===== src/rtl/vector_dot_accumulator_if.sv =====
// Stream interface of the dot-product accumulator: a beat stream of lane
// products in, one reduced dot-product result out, each with valid/ready.
interface vector_dot_accumulator_if #(
    parameter int VECTOR_SIZE = 8,
    parameter int DATA_WIDTH  = 16,
    parameter int ACC_WIDTH   = 32,
    parameter int CNT_WIDTH   = 8
);
    logic                              in_valid;
    logic                              in_ready;
    logic [DATA_WIDTH*VECTOR_SIZE-1:0] in_products;
    logic                              in_last;
    logic                              out_valid;
    logic                              out_ready;
    logic [ACC_WIDTH-1:0]              out_sum;
    logic [CNT_WIDTH-1:0]              out_count;
    logic                              out_overflow;

    // Producer of beats and consumer of results.
    modport master (
        output in_valid, in_products, in_last, out_ready,
        input  in_ready, out_valid, out_sum, out_count, out_overflow
    );

    // The accumulator itself.
    modport slave (
        input  in_valid, in_products, in_last, out_ready,
        output in_ready, out_valid, out_sum, out_count, out_overflow
    );
endinterface


===== src/rtl/vector_dot_accumulator.sv =====
// Dot-product accumulator: reduces each product beat with an adder tree,
// accumulates beats until in_last, then holds one result until it is taken.
// Pipeline: tree register -> accumulator -> result register.
module vector_dot_accumulator #(
    parameter int VECTOR_SIZE = 8,
    parameter int DATA_WIDTH  = 16,
    parameter int ACC_WIDTH   = 32,
    parameter int CNT_WIDTH   = 8
) (
    input logic                      clk,
    input logic                      rst_n,
    vector_dot_accumulator_if.slave  bus
);

    typedef enum logic [1:0] {
        ST_ACCUM,
        ST_FLUSH,
        ST_HOLD
    } state_t;

    localparam logic [CNT_WIDTH-1:0] CNT_MAX = '1;
    localparam logic [CNT_WIDTH-1:0] CNT_ONE = CNT_WIDTH'(1);

    state_t                 state;
    state_t                 state_nxt;
    logic                   in_ready;
    logic                   accept;
    logic                   load_result;
    logic                   release_result;

    logic [ACC_WIDTH-1:0]   tree_sum;
    logic [ACC_WIDTH-1:0]   tree_q;
    logic                   tree_valid;
    logic                   tree_last;

    logic [ACC_WIDTH-1:0]   acc;
    logic [ACC_WIDTH:0]     acc_next;
    logic [CNT_WIDTH-1:0]   count;
    logic [CNT_WIDTH-1:0]   count_next;
    logic                   overflow;
    logic                   first;
    logic                   acc_done;

    assign accept       = bus.in_valid && in_ready;
    assign bus.in_ready = in_ready;

    // Lane reduction: zero-extended lanes summed; ACC_WIDTH leaves room for the carries.
    always_comb begin
        tree_sum = '0;
        for (int i = 0; i < VECTOR_SIZE; i++) begin
            tree_sum = tree_sum + ACC_WIDTH'(bus.in_products[DATA_WIDTH*i +: DATA_WIDTH]);
        end
    end

    // Stage 1: register the reduced beat with its valid and last flags.
    // NOTE: clocked state uses non-blocking (<=) so every register samples pre-edge values.
    always_ff @(posedge clk or negedge rst_n) begin
        if (!rst_n) begin
            tree_q     <= '0;
            tree_valid <= 1'b0;
            tree_last  <= 1'b0;
        end else begin
            tree_valid <= accept;
            if (accept) begin
                tree_q    <= tree_sum;
                tree_last <= bus.in_last;
            end
        end
    end

    // Stage 2 arithmetic: the first beat of a vector starts from zero; the extra
    // MSB of acc_next is the carry that marks a wrap.
    always_comb begin
        acc_next   = {1'b0, (first ? '0 : acc)} + {1'b0, tree_q};
        count_next = first ? CNT_ONE : ((count == CNT_MAX) ? count : count + CNT_ONE);
    end

    // Stage 2: accumulate tree beats; acc_done flags that the last beat is in acc.
    always_ff @(posedge clk or negedge rst_n) begin
        if (!rst_n) begin
            acc      <= '0;
            count    <= '0;
            overflow <= 1'b0;
            first    <= 1'b1;
            acc_done <= 1'b0;
        end else if (load_result) begin
            first    <= 1'b1;
            acc_done <= 1'b0;
        end else if (release_result) begin
            overflow <= 1'b0;
        end else if (tree_valid) begin
            acc      <= acc_next[ACC_WIDTH-1:0];
            overflow <= (first ? 1'b0 : overflow) | acc_next[ACC_WIDTH];
            count    <= count_next;
            first    <= 1'b0;
            acc_done <= tree_last;
        end
    end

    // Result register: captured once per vector and held stable until consumed.
    always_ff @(posedge clk or negedge rst_n) begin
        if (!rst_n) begin
            bus.out_valid    <= 1'b0;
            bus.out_sum      <= '0;
            bus.out_count    <= '0;
            bus.out_overflow <= 1'b0;
        end else if (load_result) begin
            bus.out_valid    <= 1'b1;
            bus.out_sum      <= acc;
            bus.out_count    <= count;
            bus.out_overflow <= overflow;
        end else if (release_result) begin
            bus.out_valid    <= 1'b0;
        end
    end

    // FSM state register.
    always_ff @(posedge clk or negedge rst_n) begin
        if (!rst_n) begin
            state <= ST_ACCUM;
        end else begin
            state <= state_nxt;
        end
    end

    // FSM next state and control strobes.
    // NOTE: every output gets a default before the case so no latch is inferred.
    always_comb begin
        state_nxt      = state;
        in_ready       = 1'b0;
        load_result    = 1'b0;
        release_result = 1'b0;
        case (state)
            ST_ACCUM: begin
                in_ready = 1'b1;
                if (bus.in_valid && bus.in_last) begin
                    state_nxt = ST_FLUSH;
                end
            end
            ST_FLUSH: begin
                // Input closed while the last beat drains through tree and accumulator.
                if (acc_done) begin
                    load_result = 1'b1;
                    state_nxt   = ST_HOLD;
                end
            end
            ST_HOLD: begin
                if (bus.out_ready) begin
                    release_result = 1'b1;
                    state_nxt      = ST_ACCUM;
                end
            end
            default: begin
                state_nxt = ST_ACCUM;
            end
        endcase
    end

endmodule

===== src/flat_wrapper.sv =====
// flat-port wrapper written by rule: the top's interface ports become plain ports
module vector_dot_accumulator_flat 
#(
    parameter int VECTOR_SIZE = 8,
    parameter int DATA_WIDTH  = 16,
    parameter int ACC_WIDTH   = 32,
    parameter int CNT_WIDTH   = 8
)
  (clk, rst_n, bus_in_valid, bus_in_products, bus_in_last, bus_out_ready, bus_in_ready, bus_out_valid, bus_out_sum, bus_out_count, bus_out_overflow);
  vector_dot_accumulator_if #(.VECTOR_SIZE(VECTOR_SIZE), .DATA_WIDTH(DATA_WIDTH), .ACC_WIDTH(ACC_WIDTH), .CNT_WIDTH(CNT_WIDTH)) bus_i ();
  input logic clk;
  input logic rst_n;
  input wire logic [$bits(bus_i.in_valid)-1:0] bus_in_valid;
  input wire logic [$bits(bus_i.in_products)-1:0] bus_in_products;
  input wire logic [$bits(bus_i.in_last)-1:0] bus_in_last;
  input wire logic [$bits(bus_i.out_ready)-1:0] bus_out_ready;
  output wire logic [$bits(bus_i.in_ready)-1:0] bus_in_ready;
  output wire logic [$bits(bus_i.out_valid)-1:0] bus_out_valid;
  output wire logic [$bits(bus_i.out_sum)-1:0] bus_out_sum;
  output wire logic [$bits(bus_i.out_count)-1:0] bus_out_count;
  output wire logic [$bits(bus_i.out_overflow)-1:0] bus_out_overflow;
  assign bus_i.in_valid = bus_in_valid;
  assign bus_i.in_products = bus_in_products;
  assign bus_i.in_last = bus_in_last;
  assign bus_i.out_ready = bus_out_ready;
  assign bus_in_ready = bus_i.in_ready;
  assign bus_out_valid = bus_i.out_valid;
  assign bus_out_sum = bus_i.out_sum;
  assign bus_out_count = bus_i.out_count;
  assign bus_out_overflow = bus_i.out_overflow;
  vector_dot_accumulator #(.VECTOR_SIZE(VECTOR_SIZE), .DATA_WIDTH(DATA_WIDTH), .ACC_WIDTH(ACC_WIDTH), .CNT_WIDTH(CNT_WIDTH)) u_core (.clk(clk), .rst_n(rst_n), .bus(bus_i));
endmodule

===== config.mk =====
export PLATFORM = sky130hd
export DESIGN_NAME = vector_dot_accumulator_flat
export DESIGN_NICKNAME = d
export VERILOG_FILES = /design/src/rtl/vector_dot_accumulator_if.sv /design/src/rtl/vector_dot_accumulator.sv /design/src/flat_wrapper.sv
export SDC_FILE = /design/constraint.sdc
export NUM_CORES = 1
export LEC_CHECK = 0
export CAP_MARGIN = 20
export CORE_MARGIN = 4
export CORE_UTILIZATION = 54
export CTS_CLUSTER_DIAMETER = 30
export DETAILED_ROUTE_END_ITERATION = 7
export PLACE_DENSITY = 0.94
export SETUP_SLACK_MARGIN = 0.02
export SYNTH_ARGS = -nofsm -noshare
export SYNTH_HDL_FRONTEND = slang
export SYNTH_SLANG_ARGS = --single-unit

===== constraint.sdc =====
create_clock -name clk -period 3.9 [get_ports clk]
set_input_delay 0.78 -clock clk [delete_from_list [all_inputs] [get_ports clk]]
set_output_delay 0.78 -clock clk [all_outputs]
set_load 0.01 [all_outputs]

==> flow_metrics.tcl <==
set metrics [dict create \
    grt_setup_unrepaired "yes" \
    rrSetupSlack_ns 0.55 \
    post-dp-hpwl_um 17900 \
    syn_area_per_cell_um2 9.68 \
    drc 0 \
    ys_seq_area_share_pct 29.9 \
    antenna_found_initial 0 \
    synth_ff_type "dfrtp_1" \
    hold_path_class "reg2reg" \
    cts_tree "done" \
    crit_fanout 3 \
    ys_ff_latch 109 \
    synth_top_area_share_pct 29.6 \
    first_pass_iters 5 \
    total_power_mw 14.3 \
    io_buffers 175 \
    hold_viol_final 0 \
    synth.area.top_cells "dfrtp_1, fa_1, ha_1, mux2_2, inv_1" \
    synthSimpleGateAreaFrac_pct 12.2 \
    rows 47 \
    ir_worst_vdd_mv 0.788 \
    core_mm2 0.0166 \
    gp_congestion 0.899 \
    slew_viol_final 0 \
    syn_inst 942 \
    path_clk_slew_ns 0.07 \
    synthArstFlopShare_pct 100 \
    tns_ns -25.85 \
    grt_pass1_vias 8647 \
    grt_overflow 0 \
    yosysUniqueCellTypes 62 \
    status "finished, violations left" \
    clock_latency_ns 0.35 \
    final_cells 1435 \
    finalCriticalPeriod_ns 5.86 \
    power.switching_mw 6.45 \
    cp.required_ns 4.13 \
    final_area_mm2 0.0130 \
    setup.worst_path.start_class "primary input" \
    setup_ws_ns -1.96 \
    synth_compound_gate_area_share_pct 15.3 \
    power_frac_seq_pct 13.1 \
    grt_use_total_pct 26.6 \
    synth_edf_count 0 \
    finalCoreUtilization_pct 78.4 \
    critPathKind "in2reg" \
    syn-num-nets 1215 \
    fmax_ghz 0.171 \
    drive_above_1_share_pct 24.1 \
    clockRootBuffer "clkbuf_16" \
    die-area_mm2 0.0190 \
    powerDensity_mw_per_mm2 1100 \
    synth_top_family_by_area "adder cells" \
    wl_per_cell_um 18.3 \
    yosysTopAreaCell "dfrtp_1" \
    ctsHoldBuffers 0 \
    combPwrFrac_pct 80.1 \
    n_antenna_cell 0 \
    setup_viol 18 \
    worstPathArrival_ns 6.08 \
    drt_iter0_drc 510 \
    vias 8199 \
    violations "negative setup slack" \
    cts.sinks 109 \
    whs_path_depth 2 \
    grt_max_degree 80 \
    die_h_um 138 \
    synth_warnings 0 \
    clkPwrFrac_pct 6.8 \
    vias_per_cell 5.71 \
    internal_power_mw 7.86 \
    grt_pass1_wl_um 40200 \
    cts_made_buffers 9 \
    synthXorXnorAreaFrac_pct 4.61 \
    tightest_slew_ns 0.956 \
    maxCapViolCount 0 \
    clockBufferDepth 2 \
    end_kind "flop" \
    ios 176 \
    n_fill_cell 954 \
    p_leak_nw 6.09 \
    syn_to_final_growth_pct 42.6 \
    wl_um 26200 \
    die_x_um 138 \
    ant_nets 0 \
    swShare_pct 45.1 \
    nNetsFinal 1483 \
    post-place-ws_ns -2.84 \
    placed_area_mm2 0.0119 \
    netlist_area_mm2 0.00911 \
    place_inst 1389 \
    start_util_pct 55.0 \
    synthMuxAreaShare_pct 5.56 \
    r2r_cells 11 \
    hold_ws_ns 0.492 \
    period_share_pct 150 \
    synth-adder-area-share_pct 25.8 \
    relSlewSlack_pct 36.3 \
    finClkSkew_ns 0.00717 \
    cts_max_level 3 \
]
timing repair:
action	4_1_cts	5_1_grt
setup endpoints to repair	19	18
pin swaps	65	70
resized for setup	101	62
buffers inserted	22	11
layer usage:
layer  track usage, %  share of wire [%]  up-vias
met5                0                  0        -
met3             4.68                6.3      106
met4             10.3                4.2        0
met1             29.8                 37     3953
met2             50.0                 53      419
li1                 -                  -     3721
cells in the mapped netlist, types with 4 or more instances:
library cell	instances
o21ai_0	54
nand2b_1	7
nand2_1	85
a31oi_1	10
o21a_1	9
ha_1	60
a21o_1	27
xnor2_1	17
inv_1	133
o211ai_1	7
nand4_1	8
and2_1	4
xor2_1	31
a21oi_1	49
and3_1	10
nor3_1	5
o31ai_1	10
buf_1	7
mux2_2	45
a211oi_1	8
nor2_1	48
clkbuf_1	17
o21bai_1	6
nor2b_1	27
fa_1	80
nand3_1	9
dfrtp_1	108
or3_1	6
final cells by class:
cell class              instances  area, um^2  area share, %
multi-input cells             673        6520           50.2
clock buffers                  12         246           1.90
clock inverters                 4        73.8          0.568
inverters                     133         499           3.84
flip-flops and latches        109        2730           21.0
well taps                     220         275           2.12
repair buffers                284        2650           20.4
placed cells by master, fill, tap and decap left out, types with 27 or more instances in the layout:
cell type / n
xor2_1: 29
nand2_1: 84
mux2_2: 45
buf_4: 86
fa_1: 73
inv_1: 121
o21ai_0: 34
nor2_1: 42
ha_1: 39
a21o_1: 27
a21oi_1: 32
dfrtp_1: 108
clkdlybuf4s50_1: 160
registers in the layout, summed over array words and instances (netlist names):
name,cells
u_core.acc,32
u_core.acc_done,1
u_core.bus.out_count,8
u_core.bus.out_overflow,1
u_core.bus.out_sum,32
u_core.bus.out_valid,1
u_core.count,8
u_core.first,1
u_core.overflow,1
u_core.state,2
u_core.tree_last,1
u_core.tree_q,20
u_core.tree_valid,1
worst paths after layout:
kind,startpoint,to
worst max-delay path,bus_in_products[1],u_core.tree_q[15]
worst max register to register,u_core.first,u_core.acc[22]
worst min-delay path,u_core.acc[12],u_core.acc[12]
worst min register to register,u_core.acc[12],u_core.acc[12]
max in group asynchronous,rst_n,u_core.first
min in group asynchronous,rst_n,u_core.bus.out_count[5]
worst max-delay path, cell delays in order:
cell and delay (ns):
buf_4 0.13, buf_6 0.11, fa_2 0.41, a21oi_4 0.18
nor2b_4 0.07, a311oi_4 0.24, a21oi_2 0.12, buf_4 0.17
a21oi_2 0.14, o21ai_1 0.09, and2_4 0.15, fa_1 0.50
inv_1 0.05, fa_1 0.49, fa_1 0.43, fa_1 0.53
inv_2 0.05, ha_4 0.22, a21o_1 0.17, a21o_1 0.17
a21o_1 0.18, a21oi_2 0.13, o21ai_2 0.07, and4_1 0.14
or3_1 0.34
power groups by stage:
stage	Combinational [mW]	Clock, mW	Sequential, mW
after floorplan	5.81	0	1.80
after global placement	8.07	0	1.84
after detailed placement	8.43	0	1.86
after CTS	9.87	0.980	1.85
after global routing	12.4	1.04	1.90
final	11.5	0.976	1.88
cell families (layout without fill, tap and decap cells):
logic type                 count (synthesis)  in the layout
AOI/OAI and AO/OA                        212            212
xor gates and xnor gates                  48             48
adders and majority gates                140            140
buffers and inverters                    160            433
DFF                                      109            109
muxes                                     45             45
and+or+nand+nor                          228            228
No activity file was read; power rests on OpenSTA's default activity.
